$ cat config.mk
export PLATFORM = sky130hd
export DESIGN_NAME = dm_arbiter_flat
export DESIGN_NICKNAME = d
export VERILOG_FILES = /design/src/rtl/dm_arb_pkg.sv /design/src/rtl/dm_arbiter_if.sv /design/src/rtl/dm_arb_rr_pick.sv /design/src/rtl/dm_arbiter.sv /design/src/flat_wrapper.sv
export SDC_FILE = /design/constraint.sdc
export NUM_CORES = 1
export LEC_CHECK = 0
export BUFFER_PORTS_ARGS = -buffer_cell sky130_fd_sc_hd__buf_2
export CORE_MARGIN = 1
export CORE_UTILIZATION = 42
export DETAILED_ROUTE_END_ITERATION = 7
export GPL_ROUTABILITY_DRIVEN = 0
export PLACE_DENSITY = 0.81
export RECOVER_POWER = 25
export SYNTH_ARGS = -nofsm -noshare
export SYNTH_HDL_FRONTEND = slang
export SYNTH_SLANG_ARGS = --single-unit
$ cat constraint.sdc
create_clock -name clk -period 2.1 [get_ports clk]
set_clock_uncertainty 0.1 [all_clocks]
set_input_delay 0.105 -clock clk [delete_from_list [all_inputs] [get_ports clk]]
set_output_delay 0.105 -clock clk [all_outputs]
set_load 0.02 [all_outputs]
$ cat src/rtl/dm_arb_pkg.sv
// Shared types and default widths for the data-memory arbiter.
package dm_arb_pkg;

  localparam int DM_ADDR_W = 10;
  localparam int DM_DATA_W = 32;

  typedef enum logic {
    FREE     = 1'b0,
    DMA_LOCK = 1'b1
  } arb_state_e;

  typedef enum logic {
    REQ_CPU = 1'b0,
    REQ_DMA = 1'b1
  } req_id_e;

endpackage

$ cat src/rtl/dm_arbiter_if.sv
// Requester, return and memory pins of the data-memory arbiter.
// The arbiter takes the slave view; the CPU/DMA/memory side takes the master view.
interface dm_arbiter_if
  import dm_arb_pkg::*;
#(
  parameter int ADDR_W = DM_ADDR_W,
  parameter int DATA_W = DM_DATA_W
);
  logic              cpu_req;
  logic              cpu_we;
  logic [ADDR_W-1:0] cpu_addr;
  logic [DATA_W-1:0] cpu_wdata;
  logic              cpu_gnt;
  logic              cpu_rvalid;
  logic [DATA_W-1:0] cpu_rdata;
  logic              dma_req;
  logic              dma_we;
  logic [ADDR_W-1:0] dma_addr;
  logic [DATA_W-1:0] dma_wdata;
  logic              dma_last;
  logic              dma_gnt;
  logic              dma_rvalid;
  logic [DATA_W-1:0] dma_rdata;
  logic              mem_we;
  logic [ADDR_W-1:0] mem_addr;
  logic [DATA_W-1:0] mem_wdata;
  logic [DATA_W-1:0] mem_rdata;

  modport slave (
    input  cpu_req, cpu_we, cpu_addr, cpu_wdata,
    input  dma_req, dma_we, dma_addr, dma_wdata, dma_last,
    input  mem_rdata,
    output cpu_gnt, cpu_rvalid, cpu_rdata,
    output dma_gnt, dma_rvalid, dma_rdata,
    output mem_we, mem_addr, mem_wdata
  );

  modport master (
    output cpu_req, cpu_we, cpu_addr, cpu_wdata,
    output dma_req, dma_we, dma_addr, dma_wdata, dma_last,
    output mem_rdata,
    input  cpu_gnt, cpu_rvalid, cpu_rdata,
    input  dma_gnt, dma_rvalid, dma_rdata,
    input  mem_we, mem_addr, mem_wdata
  );

endinterface

$ cat src/rtl/dm_arb_rr_pick.sv
// Two-way grant picker: a lone requester wins, ties go to the pointer (round-robin).
// Build option DM_ARB_CPU_PRIORITY_EN: ties always go to the CPU and the pointer is ignored.
module dm_arb_rr_pick
  import dm_arb_pkg::*;
(
  input  logic [1:0] i_req,
  input  req_id_e    i_ptr,
  output logic [1:0] o_gnt
);

`ifdef DM_ARB_CPU_PRIORITY_EN
  logic w_unused_ptr;
  assign w_unused_ptr = i_ptr;

  always_comb begin
    o_gnt = i_req;
    if (i_req == 2'b11) o_gnt = 2'b01;
  end
`else
  always_comb begin
    o_gnt = i_req;
    if (i_req == 2'b11) o_gnt = (i_ptr == REQ_CPU) ? 2'b01 : 2'b10;
  end
`endif

endmodule

$ cat src/rtl/dm_arbiter.sv
// Data-memory arbiter: CPU single beats vs DMA bursts with a burst lock, 1-cycle read return.
// Build option DM_ARB_CPU_PRIORITY_EN: FREE-state ties go to the CPU instead of round-robin.
module dm_arbiter
  import dm_arb_pkg::*;
#(
  parameter int ADDR_W    = DM_ADDR_W,
  parameter int DATA_W    = DM_DATA_W,
  parameter int MAX_BURST = 16
) (
  input logic         clk,
  input logic         rst_n,
  dm_arbiter_if.slave bus
);

  localparam int               CNT_W    = $clog2(MAX_BURST + 1);
  localparam logic [CNT_W-1:0] LAST_CNT = CNT_W'(MAX_BURST - 1);
  localparam bit               BURST_EN = (MAX_BURST > 1);

  arb_state_e        r_state;
  logic [CNT_W-1:0]  r_beat_cnt;
  req_id_e           r_rr_ptr;
  logic              r_cpu_rvalid;
  logic              r_dma_rvalid;
  logic [DATA_W-1:0] r_cpu_rdata;
  logic [DATA_W-1:0] r_dma_rdata;

  logic [1:0]        w_pick;
  logic              w_cpu_gnt;
  logic              w_dma_gnt;
  logic              w_cpu_rd;
  logic              w_dma_rd;
  logic              w_release;
  logic [ADDR_W-1:0] w_mem_addr;
  logic [DATA_W-1:0] w_mem_wdata;

  dm_arb_rr_pick u_pick (
    .i_req ({bus.dma_req, bus.cpu_req}),
    .i_ptr (r_rr_ptr),
    .o_gnt (w_pick)
  );

  // While locked the DMA owns the memory outright; nothing is granted in reset.
  always_comb begin
    w_cpu_gnt = 1'b0;
    w_dma_gnt = 1'b0;
    if (rst_n) begin
      if (r_state == DMA_LOCK) begin
        w_dma_gnt = bus.dma_req;
      end else begin
        w_cpu_gnt = w_pick[0];
        w_dma_gnt = w_pick[1];
      end
    end
  end

  assign w_cpu_rd    = w_cpu_gnt & ~bus.cpu_we;
  assign w_dma_rd    = w_dma_gnt & ~bus.dma_we;
  assign w_release   = ~bus.dma_req | bus.dma_last | (r_beat_cnt == LAST_CNT);
  assign w_mem_addr  = w_dma_gnt ? bus.dma_addr  : bus.cpu_addr;
  assign w_mem_wdata = w_dma_gnt ? bus.dma_wdata : bus.cpu_wdata;

  always_ff @(posedge clk) begin
    if (!rst_n) begin
      r_state      <= FREE;
      r_beat_cnt   <= '0;
      r_rr_ptr     <= REQ_CPU;
      r_cpu_rvalid <= 1'b0;
      r_dma_rvalid <= 1'b0;
      r_cpu_rdata  <= '0;
      r_dma_rdata  <= '0;
    end else begin
      r_cpu_rvalid <= w_cpu_rd;
      r_dma_rvalid <= w_dma_rd;
      if (w_cpu_rd) r_cpu_rdata <= bus.mem_rdata;
      if (w_dma_rd) r_dma_rdata <= bus.mem_rdata;

      if (w_cpu_gnt)      r_rr_ptr <= REQ_DMA;
      else if (w_dma_gnt) r_rr_ptr <= REQ_CPU;

      case (r_state)
        FREE: begin
          if (BURST_EN && w_dma_gnt && !bus.dma_last) begin
            r_state    <= DMA_LOCK;
            r_beat_cnt <= CNT_W'(1);
          end
        end
        DMA_LOCK: begin
          // A pending CPU request gets the first FREE cycle after release.
          if (w_release) begin
            r_state    <= FREE;
            r_beat_cnt <= '0;
            r_rr_ptr   <= REQ_CPU;
          end else begin
            r_beat_cnt <= r_beat_cnt + CNT_W'(1);
          end
        end
        default: begin
          r_state    <= FREE;
          r_beat_cnt <= '0;
        end
      endcase
    end
  end

  assign bus.cpu_gnt    = w_cpu_gnt;
  assign bus.dma_gnt    = w_dma_gnt;
  assign bus.cpu_rvalid = r_cpu_rvalid;
  assign bus.dma_rvalid = r_dma_rvalid;
  assign bus.cpu_rdata  = r_cpu_rdata;
  assign bus.dma_rdata  = r_dma_rdata;
  assign bus.mem_we     = (w_cpu_gnt & bus.cpu_we) | (w_dma_gnt & bus.dma_we);
  assign bus.mem_addr   = w_mem_addr;
  assign bus.mem_wdata  = w_mem_wdata;

endmodule

$ cat src/flat_wrapper.sv
// flat-port wrapper written by rule: the top's interface ports become plain ports
module dm_arbiter_flat import dm_arb_pkg::*;
#(
  parameter int ADDR_W    = DM_ADDR_W,
  parameter int DATA_W    = DM_DATA_W,
  parameter int MAX_BURST = 16
)
  (clk, rst_n, bus_cpu_req, bus_cpu_we, bus_cpu_addr, bus_cpu_wdata, bus_dma_req, bus_dma_we, bus_dma_addr, bus_dma_wdata, bus_dma_last, bus_mem_rdata, bus_cpu_gnt, bus_cpu_rvalid, bus_cpu_rdata, bus_dma_gnt, bus_dma_rvalid, bus_dma_rdata, bus_mem_we, bus_mem_addr, bus_mem_wdata);
  dm_arbiter_if #(.ADDR_W(ADDR_W), .DATA_W(DATA_W)) bus_i ();
  input logic clk;
  input logic rst_n;
  input wire logic [$bits(bus_i.cpu_req)-1:0] bus_cpu_req;
  input wire logic [$bits(bus_i.cpu_we)-1:0] bus_cpu_we;
  input wire logic [$bits(bus_i.cpu_addr)-1:0] bus_cpu_addr;
  input wire logic [$bits(bus_i.cpu_wdata)-1:0] bus_cpu_wdata;
  input wire logic [$bits(bus_i.dma_req)-1:0] bus_dma_req;
  input wire logic [$bits(bus_i.dma_we)-1:0] bus_dma_we;
  input wire logic [$bits(bus_i.dma_addr)-1:0] bus_dma_addr;
  input wire logic [$bits(bus_i.dma_wdata)-1:0] bus_dma_wdata;
  input wire logic [$bits(bus_i.dma_last)-1:0] bus_dma_last;
  input wire logic [$bits(bus_i.mem_rdata)-1:0] bus_mem_rdata;
  output wire logic [$bits(bus_i.cpu_gnt)-1:0] bus_cpu_gnt;
  output wire logic [$bits(bus_i.cpu_rvalid)-1:0] bus_cpu_rvalid;
  output wire logic [$bits(bus_i.cpu_rdata)-1:0] bus_cpu_rdata;
  output wire logic [$bits(bus_i.dma_gnt)-1:0] bus_dma_gnt;
  output wire logic [$bits(bus_i.dma_rvalid)-1:0] bus_dma_rvalid;
  output wire logic [$bits(bus_i.dma_rdata)-1:0] bus_dma_rdata;
  output wire logic [$bits(bus_i.mem_we)-1:0] bus_mem_we;
  output wire logic [$bits(bus_i.mem_addr)-1:0] bus_mem_addr;
  output wire logic [$bits(bus_i.mem_wdata)-1:0] bus_mem_wdata;
  assign bus_i.cpu_req = bus_cpu_req;
  assign bus_i.cpu_we = bus_cpu_we;
  assign bus_i.cpu_addr = bus_cpu_addr;
  assign bus_i.cpu_wdata = bus_cpu_wdata;
  assign bus_i.dma_req = bus_dma_req;
  assign bus_i.dma_we = bus_dma_we;
  assign bus_i.dma_addr = bus_dma_addr;
  assign bus_i.dma_wdata = bus_dma_wdata;
  assign bus_i.dma_last = bus_dma_last;
  assign bus_i.mem_rdata = bus_mem_rdata;
  assign bus_cpu_gnt = bus_i.cpu_gnt;
  assign bus_cpu_rvalid = bus_i.cpu_rvalid;
  assign bus_cpu_rdata = bus_i.cpu_rdata;
  assign bus_dma_gnt = bus_i.dma_gnt;
  assign bus_dma_rvalid = bus_i.dma_rvalid;
  assign bus_dma_rdata = bus_i.dma_rdata;
  assign bus_mem_we = bus_i.mem_we;
  assign bus_mem_addr = bus_i.mem_addr;
  assign bus_mem_wdata = bus_i.mem_wdata;
  dm_arbiter #(.ADDR_W(ADDR_W), .DATA_W(DATA_W), .MAX_BURST(MAX_BURST)) u_core (.clk(clk), .rst_n(rst_n), .bus(bus_i));
endmodule
==> impl_results.md <==
- Status: finished, final reports clean
- CTS tree: built
- Unrepaired setup endpoints after global routing: false
- Max_slew headroom: 0.572
- #FFs+latches synth: 73
- Sequential area share after synthesis: 0.431
- Final Hold Viols: 0
- Multi-input logic area: 1750 sq um
- Top-count cell post-synth: nand2_1
- Register Area: 1460 sq um
- Crit path max-delay family: simple AND/OR/NAND/NOR gates
- Post-CTS setup buffers: 0
- Total vias in the final route: 3,303
- Layout area overhead: 50.0%
- Critical-path maximum fanout: 44
- IO buf count: 233
- Max clock buf depth: 2
- NumNets Final: 720
- DRT Pass-1 Iters: 4
- Critical Path Max Stage Delay: 370 ps
- Post-Route WL: 10,300 um
- Distinct cells, synth: 31
- Worst Path Buf+Inv: 2
- Post-route DRC: 0
- Synth warnings: 0
- Initial antenna violation count: 0
- Top FF cell, synth: dfxtp_1
- Post-DRT Antenna Nets: 0
- DR WL/cell: 14.7 um
- Vias in the first global route: 3,170
- Final min period: 1980 ps
- Initial DRC count: 108
- Core area: 7770 sq um
- Drt via density: 4.71
- Max-cap violations: 0
- Reg clk slew, reported paths: 70 ps
- H-tree depth: 3
- Final Max Tran Viols: 0
- Worst hold path type: in -> reg
- CTS Buf Count: 9
- First-pass GRT wire length: 15,300 um
- CTS Root Cell: clkbuf_8
- Post-synth EDFFs: 0
- Synthesized area: 3390 sq um
- Endpoint class of the critical path: output port
- Die W: 91.8 um
- Die area: 8430 sq um
- CP max-delay cell: dfxtp_2
- Aggregate global-route resource usage: 0.232
- Total clock sinks: 73
- Synth Instances: 336
- Final Util: 0.654
- Std cell rows: 32
- Largest net degree at the start of global routing: 70
- Die Ht: 91.8 um
- GRT overflow: 0
- Layout cell share with drive strength beyond 1: 0.427
- Async set-reset flop share out of synthesis: 0
- CP Cell Sequence: nor3b_4 > nor2_4 > buf_12 > mux2_2 > buf_2
- Dominant cell type by area after synthesis: dfxtp_1
- Final Cycle Share: 0.941
- Synth top area cells: dfxtp_1, mux2i_1, mux2_2
- Critical path class: reg -> out
- Initial Utilization: 0.436
- Top-Level Pins: 234
- Max Clock Freq: 506 MHz
- CP Data Required Time: 1890 ps
- Critical Path AT: 1770 ps
- Setup TNS: 0 ps
- PwrDens: 652 nW/um^2
- Net Count, Synth: 461
- Diode count: 0
- Fillers: 648
- Clk Latency, worst-skew pair: 340 ps
- Post-synth top cells: nand2_1, dfxtp_1, mux2i_1, mux2_2
- Slew @ Worst Pin: 642 ps
- Placed wire-length estimate: 7550 um
- Final setup fails: 0
- Element type at the critical path start: register
- VDD IR max: 0.387 mV
- Syn_area_per_cell: 10.1 sq um
- Static leakage: 2.23 nW
- Synth top area share: 0.431
-- power breakdown --
part / switching (mW) / internal (mW)
clock network: 0.524 / 0.668
registers: 0.0252 / 1.43
logic: 0.363 / 0.306
total: 0.912 / 2.40
-- metrics by stage --
| step | instances | setup slack [ps] | hold WS (ps) | area, sq um | total power, mW |
|---|---|---|---|---|---|
| CTS | 701 | 30.8 | 0.0440 | 5140 | 3.34 |
| finish | 701 | 125 | 28.0 | 5080 | 3.31 |
| global route | 701 | 44.2 | 20.3 | 5080 | 3.44 |
| detailed placement | 653 | 225 | 287 | 4590 | 2.11 |
| floorplan | 336 | 364 | 170 | 3390 | 1.86 |
| global placement | 653 | 314 | 276 | 4590 | 2.09 |
-- path summary, 6_finish.rpt --
check	start	slack (ps)	to	cells after the start
worst max register to register	u_core.r_beat_cnt[0]	200	u_core.r_beat_cnt[3]	6
worst min register to register	u_core.bus.dma_rdata[0]	360	u_core.bus.dma_rdata[0]	2
worst max-delay path	u_core.r_state	120	bus_mem_addr[9]	5
worst min-delay path	bus_dma_last	30	u_core.r_beat_cnt[0]	3
-- tightest hold or removal path: stages --
cell and delay [ps]:
buf_2 130, or4_1 130, a21oi_1 50
-- state kept, by name (all words and copies together), names as in the netlist --
| signal | count |
|---|---|
| u_core.r_rr_ptr | 1 |
| u_core.bus.cpu_rvalid | 1 |
| u_core.bus.dma_rvalid | 1 |
| u_core.bus.dma_rdata | 32 |
| u_core.bus.cpu_rdata | 32 |
| u_core.r_beat_cnt | 5 |
| u_core.r_state | 1 |
-- kinds of logic after synthesis --
logic type	share of synthesized area
simple gates	0.154
compound gates	0.0233
fa+ha+maj	0.00738
buf+inv	0.0528
flops	0.431
mux	0.332
-- routing by layer --
layer,track usage,wire [um]
met1,0.288,4620
met2,0.396,5030
met3,0.0638,599
met4,0.0599,85
met5,0,0
-- cells in the final DEF, fill, tap and decap left out, types with 3 or more instances in the layout --
cell type and n:
mux2_2 42, nand2_1 99, clkbuf_1 46, dfxtp_1 72, inv_1 3, buf_12 3, clkbuf_8 9, dlygate4sd3_1 33
mux2i_1 65, nor2b_1 3, buf_2 187
-- layout make-up --
| class | instances | share of cell area |
|---|---|---|
| Timing Repair Buffer | 271 | 0.298 |
| Inverter | 3 | 0.00222 |
| Sequential cell | 73 | 0.288 |
| Clock buffer | 9 | 0.0244 |
| Clock inverter | 6 | 0.0182 |
| Tap cell | 102 | 0.0251 |
| Multi-Input combinational cell | 237 | 0.344 |
-- repair_timing --
item	in CTS	in global routing
endpoints found under the setup margin	0	42
hold buffers	33	0
gates resized for setup	0	1
endpoints found under the hold margin	64	0
(Power assumes the default switching activity.)
